`src/rtl/pc_go_handshake.sv`:
```
// Switch conditioner for the picoMIPS PC: sync, debounce, press/release handshake -> one-cycle go pulse.
// Define PC_GO_DEBOUNCE_EN to build the DEB_CYCLES debounce counter; undefined gives a counter-free fast-sim build.
module pc_go_handshake #(
  parameter int DEB_CYCLES = 50000
) (
  input  logic clk,
  input  logic reset,
  input  logic sw_in,
  input  logic wait_req,
  output logic go,
  output logic sw_level,
  output logic armed
);

  localparam logic [1:0] ST_IDLE  = 2'd0;
  localparam logic [1:0] ST_ARMED = 2'd1;
  localparam logic [1:0] ST_FIRE  = 2'd2;
  localparam logic [1:0] ST_HOLD  = 2'd3;

  logic       r_s1;
  logic       r_s2;
  logic       w_level;
  logic [1:0] r_state;
  logic [1:0] w_stateNext;
  logic       r_go;

  always_ff @(posedge clk or negedge reset) begin
    if (!reset) begin
      r_s1 <= 1'b0;
      r_s2 <= 1'b0;
    end else begin
      r_s1 <= sw_in;
      r_s2 <= r_s1;
    end
  end

`ifdef PC_GO_DEBOUNCE_EN
  localparam int CW = $clog2(DEB_CYCLES + 1);
  localparam logic [CW-1:0] CNT_LAST = CW'(DEB_CYCLES - 1);

  logic [CW-1:0] r_cnt;
  logic          r_swLevel;

  // Level flips only after DEB_CYCLES consecutive edges of disagreement with s2.
  always_ff @(posedge clk or negedge reset) begin
    if (!reset) begin
      r_cnt     <= '0;
      r_swLevel <= 1'b0;
    end else if (r_s2 == r_swLevel) begin
      r_cnt <= '0;
    end else if (r_cnt == CNT_LAST) begin
      r_swLevel <= r_s2;
      r_cnt     <= '0;
    end else begin
      r_cnt <= r_cnt + CW'(1);
    end
  end

  assign w_level = r_swLevel;
`else
  // Without debounce the level is the second synchroniser flop itself, giving D = 0 timing.
  assign w_level = r_s2;
`endif

  always_comb begin
    w_stateNext = r_state;
    case (r_state)
      ST_IDLE:  if (wait_req && !w_level) w_stateNext = ST_ARMED;
      ST_ARMED: begin
        if (!wait_req)    w_stateNext = ST_IDLE;
        else if (w_level) w_stateNext = ST_FIRE;
      end
      ST_FIRE:  w_stateNext = ST_HOLD;
      ST_HOLD:  if (!w_level) w_stateNext = ST_IDLE;
      default:  w_stateNext = ST_IDLE;
    endcase
  end

  always_ff @(posedge clk or negedge reset) begin
    if (!reset) begin
      r_state <= ST_IDLE;
      r_go    <= 1'b0;
    end else begin
      r_state <= w_stateNext;
      r_go    <= (w_stateNext == ST_FIRE);
    end
  end

  assign go       = r_go;
  assign sw_level = w_level;
  assign armed    = (r_state == ST_ARMED);

endmodule

```
`config.mk`:
```
export PLATFORM = sky130hd
export DESIGN_NAME = pc_go_handshake
export DESIGN_NICKNAME = d
export VERILOG_FILES = /design/src/rtl/pc_go_handshake.sv
export SDC_FILE = /design/constraint.sdc
export NUM_CORES = 1
export LEC_CHECK = 0
export BUFFER_PORTS_ARGS = -buffer_cell sky130_fd_sc_hd__buf_2
export CORE_AREA = 4 4 41 43
export CTS_CLUSTER_SIZE = 10
export DETAILED_ROUTE_END_ITERATION = 6
export DIE_AREA = 0 0 45 47
export SYNTH_ARGS = -nofsm -noshare
export SYNTH_HDL_FRONTEND = slang
export SYNTH_SLANG_ARGS = --single-unit
```
`constraint.sdc`:
```
create_clock -name clk -period 1.05 [get_ports clk]
set_input_delay 0.0525 -clock clk [delete_from_list [all_inputs] [get_ports clk]]
set_output_delay 0.0525 -clock clk [all_outputs]
set_load 0.01 [all_outputs]
```
* Yosys cells after proc, flatten, opt, wreduce, memory -nomap -nowiden
Cells that the tools add are included.
** Word-level totals
- Bits in registers :: 5
- Input port bits :: 4
- Output and inout port bits :: 3
- Logic and storage cells :: 16
** Operators by class
- Equality and inequality tests :: 4
- Mux-type cells :: 5
- Reductions and logical operators :: 3
** Operators with widths (number)
- 2-bit 2-to-1 mux :: 4
- 2-bit case mux with 4 select lines :: 1
- 2-bit == test, second input constant :: 3
- 2-bit by 1-bit == test with 1-bit output, second input constant :: 1
- 2-bit zero test :: 1
- 1-bit logical AND :: 1
- 1-bit zero test :: 1

* Longest topological paths before layout
Gate-level depths: netlist of the first run.
- Word-level depth :: 5
- Gate-level depth with buffers :: 2
- Depth with buffers taken out :: 2

* Least setup slack after synthesis of the first run
No wires, ideal clock.
- Path kind :: register to register
- Start point :: register r_s2 (netlist: sw_level)
- End point :: register r_state[0]
- Setup time :: 0.121 ns
- Data arrival time :: 0.776 ns
- Data required time :: 0.929 ns
- Slack :: 0.153 ns
- Stages on the path, launching flop included :: 3
- Buffers on the path :: 0
- Clock period less this slack :: 0.897 ns
- Path through :: dfrtp_1 -> nand2b_1 -> a22o_1
** On the way
- Cells in the longest elaborated chain, start to end :: 4
- Elaborated cells between the ends (all ways) :: 7
- Those cells by class :: mux (5); reduce/logical (2)
** RTL lines
- start: declaration :: line 21 : logic r_s2;
- start signal: assignment :: line 33 : r_s2 <= r_s1;
- 1-bit zero test
- 1-bit logical AND :: line 68 : ST_IDLE: if (wait_req && !w_level) w_stateNext = ST_ARMED;
- 2-bit 2-to-1 mux :: line 68
- 2-bit case mux with 4 select lines (*) :: line 67 : case (r_state)
- net w_stateNext[0] :: line 24 : logic [1:0] w_stateNext;
- end signal: assignment :: line 84 : r_state <= w_stateNext;
- end: declaration :: line 23 : logic [1:0] r_state;
The timed path passes the listed nets; every way through them passes the cells marked *.

* Worst setup path after layout of the first run
- Start point :: register r_state[1]
- End point :: output port armed
** On the way
- Cells in the longest elaborated chain, start to end :: 1
** RTL lines
- 2-bit by 1-bit == test with 1-bit output :: line 91 : assign armed = (r_state == ST_ARMED);
- end: declaration :: line 12 : output logic armed
No other way between the ends.

==> results.md, run 1 <==
* Worst vdd ir at 0.7651 mV
* Critical-path top delay cell: dfrtp_1
* P&R area growth vs syn at 53.52%
* Worst Path Required at 1.00 ns
* Setup bufs post-CTS at 0
* Critical Path Max Stage Delay at 0.42 ns
* Sum Neg Setup Slack at 0 ns
* CP endpoint kind: primary output
* Htree depth at 1
* End point of the critical path: armed
* Cell Pwr Density at 2442 nW/µm²
* Worst-margin pin slew at 0.1808 ns
* GRT Util Overall at 5.163%
* Most common cell after layout, fill and taps aside: buf_2
* Number of global-route vias before repair at 141
* Synth top area cells: dfrtp_1 70%, nor2b_4 7.7%, a21oi_1 5.6%
* Worst Path Buf+Inv at 1
* Initial antenna violation count at 0
* CP delay by family, top: flip-flops
* Hold Crit Class: input pin to flop
* Crit. path cell count at 2
* Worst R2R Path Depth at 2
* R2r setup slk at 0.15 ns
* Layout Nets at 30
* Final period utilization at 92.28%
* Reg-to-Reg Start: sw_level
* DRC at 0
* ANT cells at 0
* Critical path startpoint category: flop
* Die Y at 47 µm
* Clock tree buffer depth at 2
* Cts hold-fix bufs at 2
* Mapped Area at 177.7 µm²
* Placement Cell Area at 226.5 µm²
* DIE WIDTH at 45 µm
* Layout cells sized above 1 at 40.00%
* CP Cell Sequence: nor2b_4 > buf_2
* Most frequent cells in the layout: 6 x buf_2, 5 x dfrtp_1, 3 x clkbuf_4, 2 x a21oi_1, 2 x dlygate4sd3_1
* Detailed Route WL at 350 µm
* Skew final at 0.002632 ns
* Yosys cell types at 8
* Die area at 2115 µm²
* Skew-Pair Late Insertion Delay at 0.24 ns
* Worst r2r dst: r_state[0]
* Fmax at 1032 MHz
* Core ar. at 1301 µm²
* Synthesized area per cell at 13.67 µm²
* Worst path arrival time at 0.92 ns
* Yosys top cell by area: dfrtp_1
* Final Hold Vio Count at 0
* Synthesized flop and latch total at 5
* Synthesized Nets at 17
* Unrepaired setup endpoints after global routing: false
* Max_slew headroom at 87.95%
* Synth warnings at 0
* Buffers on Ports at 6
* DRT iter0 DRCs at 3
* Crit-path max FO at 4
* Max cap viols at 0
* Wire per inst at 8.750 µm
* Sequential area share after synthesis at 70.42%
* CTS sink count at 5
* # resized after CTS at 0
* Root Buffer: clkbuf_4
* First-pass GRT wire length at 621 µm
* Grt ovf at 0
* Worst-path clk slew at 0.04 ns
* Via density at 3.525
* Outcome: complete, no violations
* IO Pins at 7
* Crit Path Category: flop to primary output
* Final Setup Violations at 0
* Post-route ant nets at 0
* Vias at 141
* CTS Buf Count at 3
* Routability Congestion at 0.6119
* CTS tree: yes
* Final Cell Area at 272.8 µm²
* Final min period at 0.9690 ns
* Worst Setup SP: r_state[1]
* Largest net degree at the start of global routing at 6
* First-pass iteration count of the detailed router at 2
* Cell count after synthesis at 13
* Final slew viol count at 0
* Initial Utilization at 13.65%
* Leak at 0.1390 nW
* Cell Rows at 13
* Post-synth top area share at 70.42%
## worst reg2reg max path: cells and delay by family (launching register included)
kind               cells  cell delay (ns)
AOI/OAI and AO/OA      1             0.23
DFF                    1             0.40
and+or+nand+nor        1             0.15
## routing by layer
layer	routed length (µm)	GRT usage (%)	vias up
met1	157	5.543	64
met4	0	3.509	0
met2	134	4.802	10
li1	-	-	67
met5	0	0	-
met3	59	6.897	0
## metrics by stage
step | std cells | hold WS [ns] | setup WS, ns | util [%] | power, W
after floorplan | 13 | -0.2431 | 0.1533 | - | 0.0003911
after global placement | 34 | -0.1281 | 0.1915 | 17.40 | 0.0004428
after detailed placement | 34 | -0.1275 | 0.1659 | 17.40 | 0.0004448
after CTS | 40 | 0.06414 | 0.06437 | 20.96 | 0.0006844
after global routing | 40 | 0.06409 | 0.01655 | 20.96 | 0.0007348
final | 40 | 0.07778 | 0.08102 | 20.96 | 0.0006661
## final cells by class
class / instances / area, µm²
tap: 15 / 18.77
multi-input combinational: 7 / 48.80
inverter: 1 / 3.754
clock buffer: 4 / 26.28
timing repair buffer: 8 / 50.05
fill: 147 / 1028
sequential: 5 / 125.1
## registers in the layout, summed over array words and instances (netlist names)
register  cells
sw_level      1
r_s1          1
go            1
r_state       2
## worst min path at each step
stage / startpoint / depth (start not counted) / end
detailed placement: reset / 1 / go
floorplan: reset / 0 / go
global placement: reset / 1 / r_state[0]
CTS: wait_req / 2 / r_state[0]
global route: wait_req / 2 / r_state[0]
finish: wait_req / 2 / r_state[0]
## cell families (layout without fill, tap and decap cells)
kind of cell,Yosys count,in the layout,share of synthesized area (%)
DFF,5,5,70.42
AOI/OAI and AO/OA,3,3,10.56
buffers and inverters,1,13,2.111
and+or+nand+nor,4,4,16.90
## power by group
part | leakage [nW] | total [W] | internal, W | switching (W)
sequential | 0.0610 | 0.000295 | 0.000242 | 0.0000529
combinational | 0.0631 | 0.000151 | 0.0000909 | 0.0000602
clock | 0.0150 | 0.000220 | 0.000144 | 0.0000765
## synth_stat cells
master	instances
dfrtp_1	5
a21oi_1	2
a22o_1	1
and3_1	1
inv_1	1
nand2b_1	1
nor2_1	1
nor2b_4	1
(Power assumes the default switching activity.)
==> run 2, diff against run 1 <==
--- a/config.mk
+++ b/config.mk
@@ -11,5 +11,7 @@
 export DETAILED_ROUTE_END_ITERATION = 6
 export DIE_AREA = 0 0 45 47
+export MAX_ROUTING_LAYER = met4
 export SYNTH_ARGS = -nofsm -noshare
 export SYNTH_HDL_FRONTEND = slang
 export SYNTH_SLANG_ARGS = --single-unit
+export TNS_END_PERCENT = 50
==> constraint.sdc (replaced) <==
create_clock -name clk -period 1.05 [get_ports clk]
set_input_delay 0.315 -clock clk [delete_from_list [all_inputs] [get_ports clk]]
set_output_delay 0.315 -clock clk [all_outputs]
set_load 0.01 [all_outputs]
==> run 2 against run 1 <==
The flow now finishes with violations (setup timing). Combinational power rose by 63%. Sequential power fell by 6%. Largest power group unchanged. Highest routed layer unchanged. Critical path depth stayed put. Design area grew 4.1%. Largest cell class unchanged. Worst hold slack improved by 0.11 ns. Setup slack got worse by 0.21 ns. Total power grew 11%. Sequential share of layout area shrank 1.8 points. Die area unchanged. Flip-flop and latch count stayed put. First-iteration DRC count unchanged. Utilization rose by 0.87 points.
==> results.md, run 2 (synthesis gave the netlist of run 1 again) <==
* Buffers on Ports at 6
* Worst vdd ir at 0.7338 mV
* Final min period at 1.182 ns
* R2r setup slk at 0.16 ns
* Worst-path clk slew at 0.04 ns
* Max_slew headroom at 90.44%
* Fin worst setup slack at -0.1316 ns
* Most flops, register: r_state
* M1 GR Usage at 4.861%
* DRT iter0 DRCs at 3
* ANT cells at 0
* Die area at 2115 µm²
* Number of global-route vias before repair at 155
* Worst-margin pin slew at 0.1434 ns
* First-pass iteration count of the detailed router at 4
* Worst path arrival time at 0.87 ns
* Skew final at 0.003690 ns
* Routability Congestion at 0.5752
* Max reg flops at 2
* Max cap viols at 0
* IO Pins at 7
* Fmax at 846.3 MHz
* Met2 capacity usage during global routing at 5.932%
* Hold Crit Class: input pin to flop
* P&R area growth vs syn at 59.86%
* CP endpoint kind: primary output
* End point of the critical path: armed
* Wire per inst at 7.976 µm
* Vias at 151
* Core ar. at 1301 µm²
* Final Hold Vio Count at 0
* Final period utilization at 112.5%
* Post-route ant nets at 0
* Via density at 3.683
* GRT Util Overall at 4.926%
* Violated checks: setup timing
* DP HPWL at 261.9 µm
* Skew-Pair Late Insertion Delay at 0.24 ns
* Initial antenna violation count at 0
* Setup WS pre-CTS at 0.07748 ns
* Crit-path max FO at 2
* Final slew viol count at 0
* Cell Pwr Density at 2593 nW/µm²
* Reg-to-Reg Start: sw_level
* Final Util at 21.83%
* DRC at 0
* Largest net degree at the start of global routing at 6
* CTS tree: yes
* CTS sink count at 5
* Worst Setup SP: r_state[1]
* Cell Rows at 13
* Htree depth at 1
* Layout cells sized above 1 at 46.15%
* First-pass GRT wire length at 627 µm
* Worst R2R Path Depth at 2
* Worst Path Required at 0.73 ns
* DIE WIDTH at 45 µm
* Detailed Route WL at 327 µm
* Leak at 0.1460 nW
* Root Buffer: clkbuf_4
* Die Y at 47 µm
* Most frequent cells in the layout: 5 x dfrtp_1, 5 x buf_2, 3 x clkbuf_4, 2 x a21oi_1, 2 x buf_4
* M3 GR Usage at 5.747%
* Unrepaired setup endpoints after global routing: true
* Clock tree buffer depth at 2
* CTS Buf Count at 3
* Crit Path Category: flop to primary output
* Busiest grt layer: met2
* Initial Utilization at 13.65%
* Final Setup Violations at 2
* Worst r2r dst: r_state[0]
* Critical path startpoint category: flop
* Grt ovf at 0
* Outcome: complete, but fails checks
* Layout Nets at 31
-- run 2: what timing repair did --
action,4_1_cts,5_1_grt
endpoints found under the setup margin,2,3
setup buffers,2,0
hold buffers,1,0
cloned,0,0
gates resized for setup,1,0
endpoints found under the hold margin,5,0
-- run 2: report_power, final --
part           switching (W)  internal (W)  total [W]
clock              0.0000701      0.000143   0.000213
combinational      0.0000899      0.000156   0.000246
sequential         0.0000347      0.000242   0.000277
-- run 2: how the worst min path moves through the flow --
stage	start	to	slack, ns	cells after the start
5_1_grt	sw_in	r_s1	0.17	1
4_1_cts	sw_in	r_s1	0.18	1
3_3_place_gp	reset	go	0.13	1
3_5_place_dp	reset	go	0.13	1
2_1_floorplan	reset	go	0.02	0
6_report	sw_in	r_s1	0.19	1
-- run 2: layout make-up --
class                      count  area, µm²
fill                         151       1017
sequential                     5      125.1
timing repair buffer           9      61.31
multi-input combinational      7      48.80
clock buffer                   4      26.28
tap                           15      18.77
inverter                       1      3.754
-- run 2: layer usage --
metal  up-vias  wire length (µm)
li1         70                 -
met1        70               130
met2        11               131
met3         0                65
met4         0                 0
met5         -                 0
-- run 2: metrics by stage --
step	instances	total power, W	hold WS (ns)	instance area [µm²]	TNS, ns
2_1_floorplan	13	0.0003911	0.01941	177.7	0
3_3_place_gp	34	0.0004419	0.1328	226.5	0
3_5_place_dp	34	0.0004425	0.1341	226.5	0
4_1_cts	41	0.0007472	0.1824	284.0	-0.2128
5_1_grt	41	0.0008068	0.1709	284.0	-0.3417
6_report	41	0.0007364	0.1900	284.0	-0.1923
-- run 2: critical path, stage by stage (launching register included) --
cell and delay [ns]:
dfrtp_1 0.40, nor2b_4 0.13, buf_6 0.10
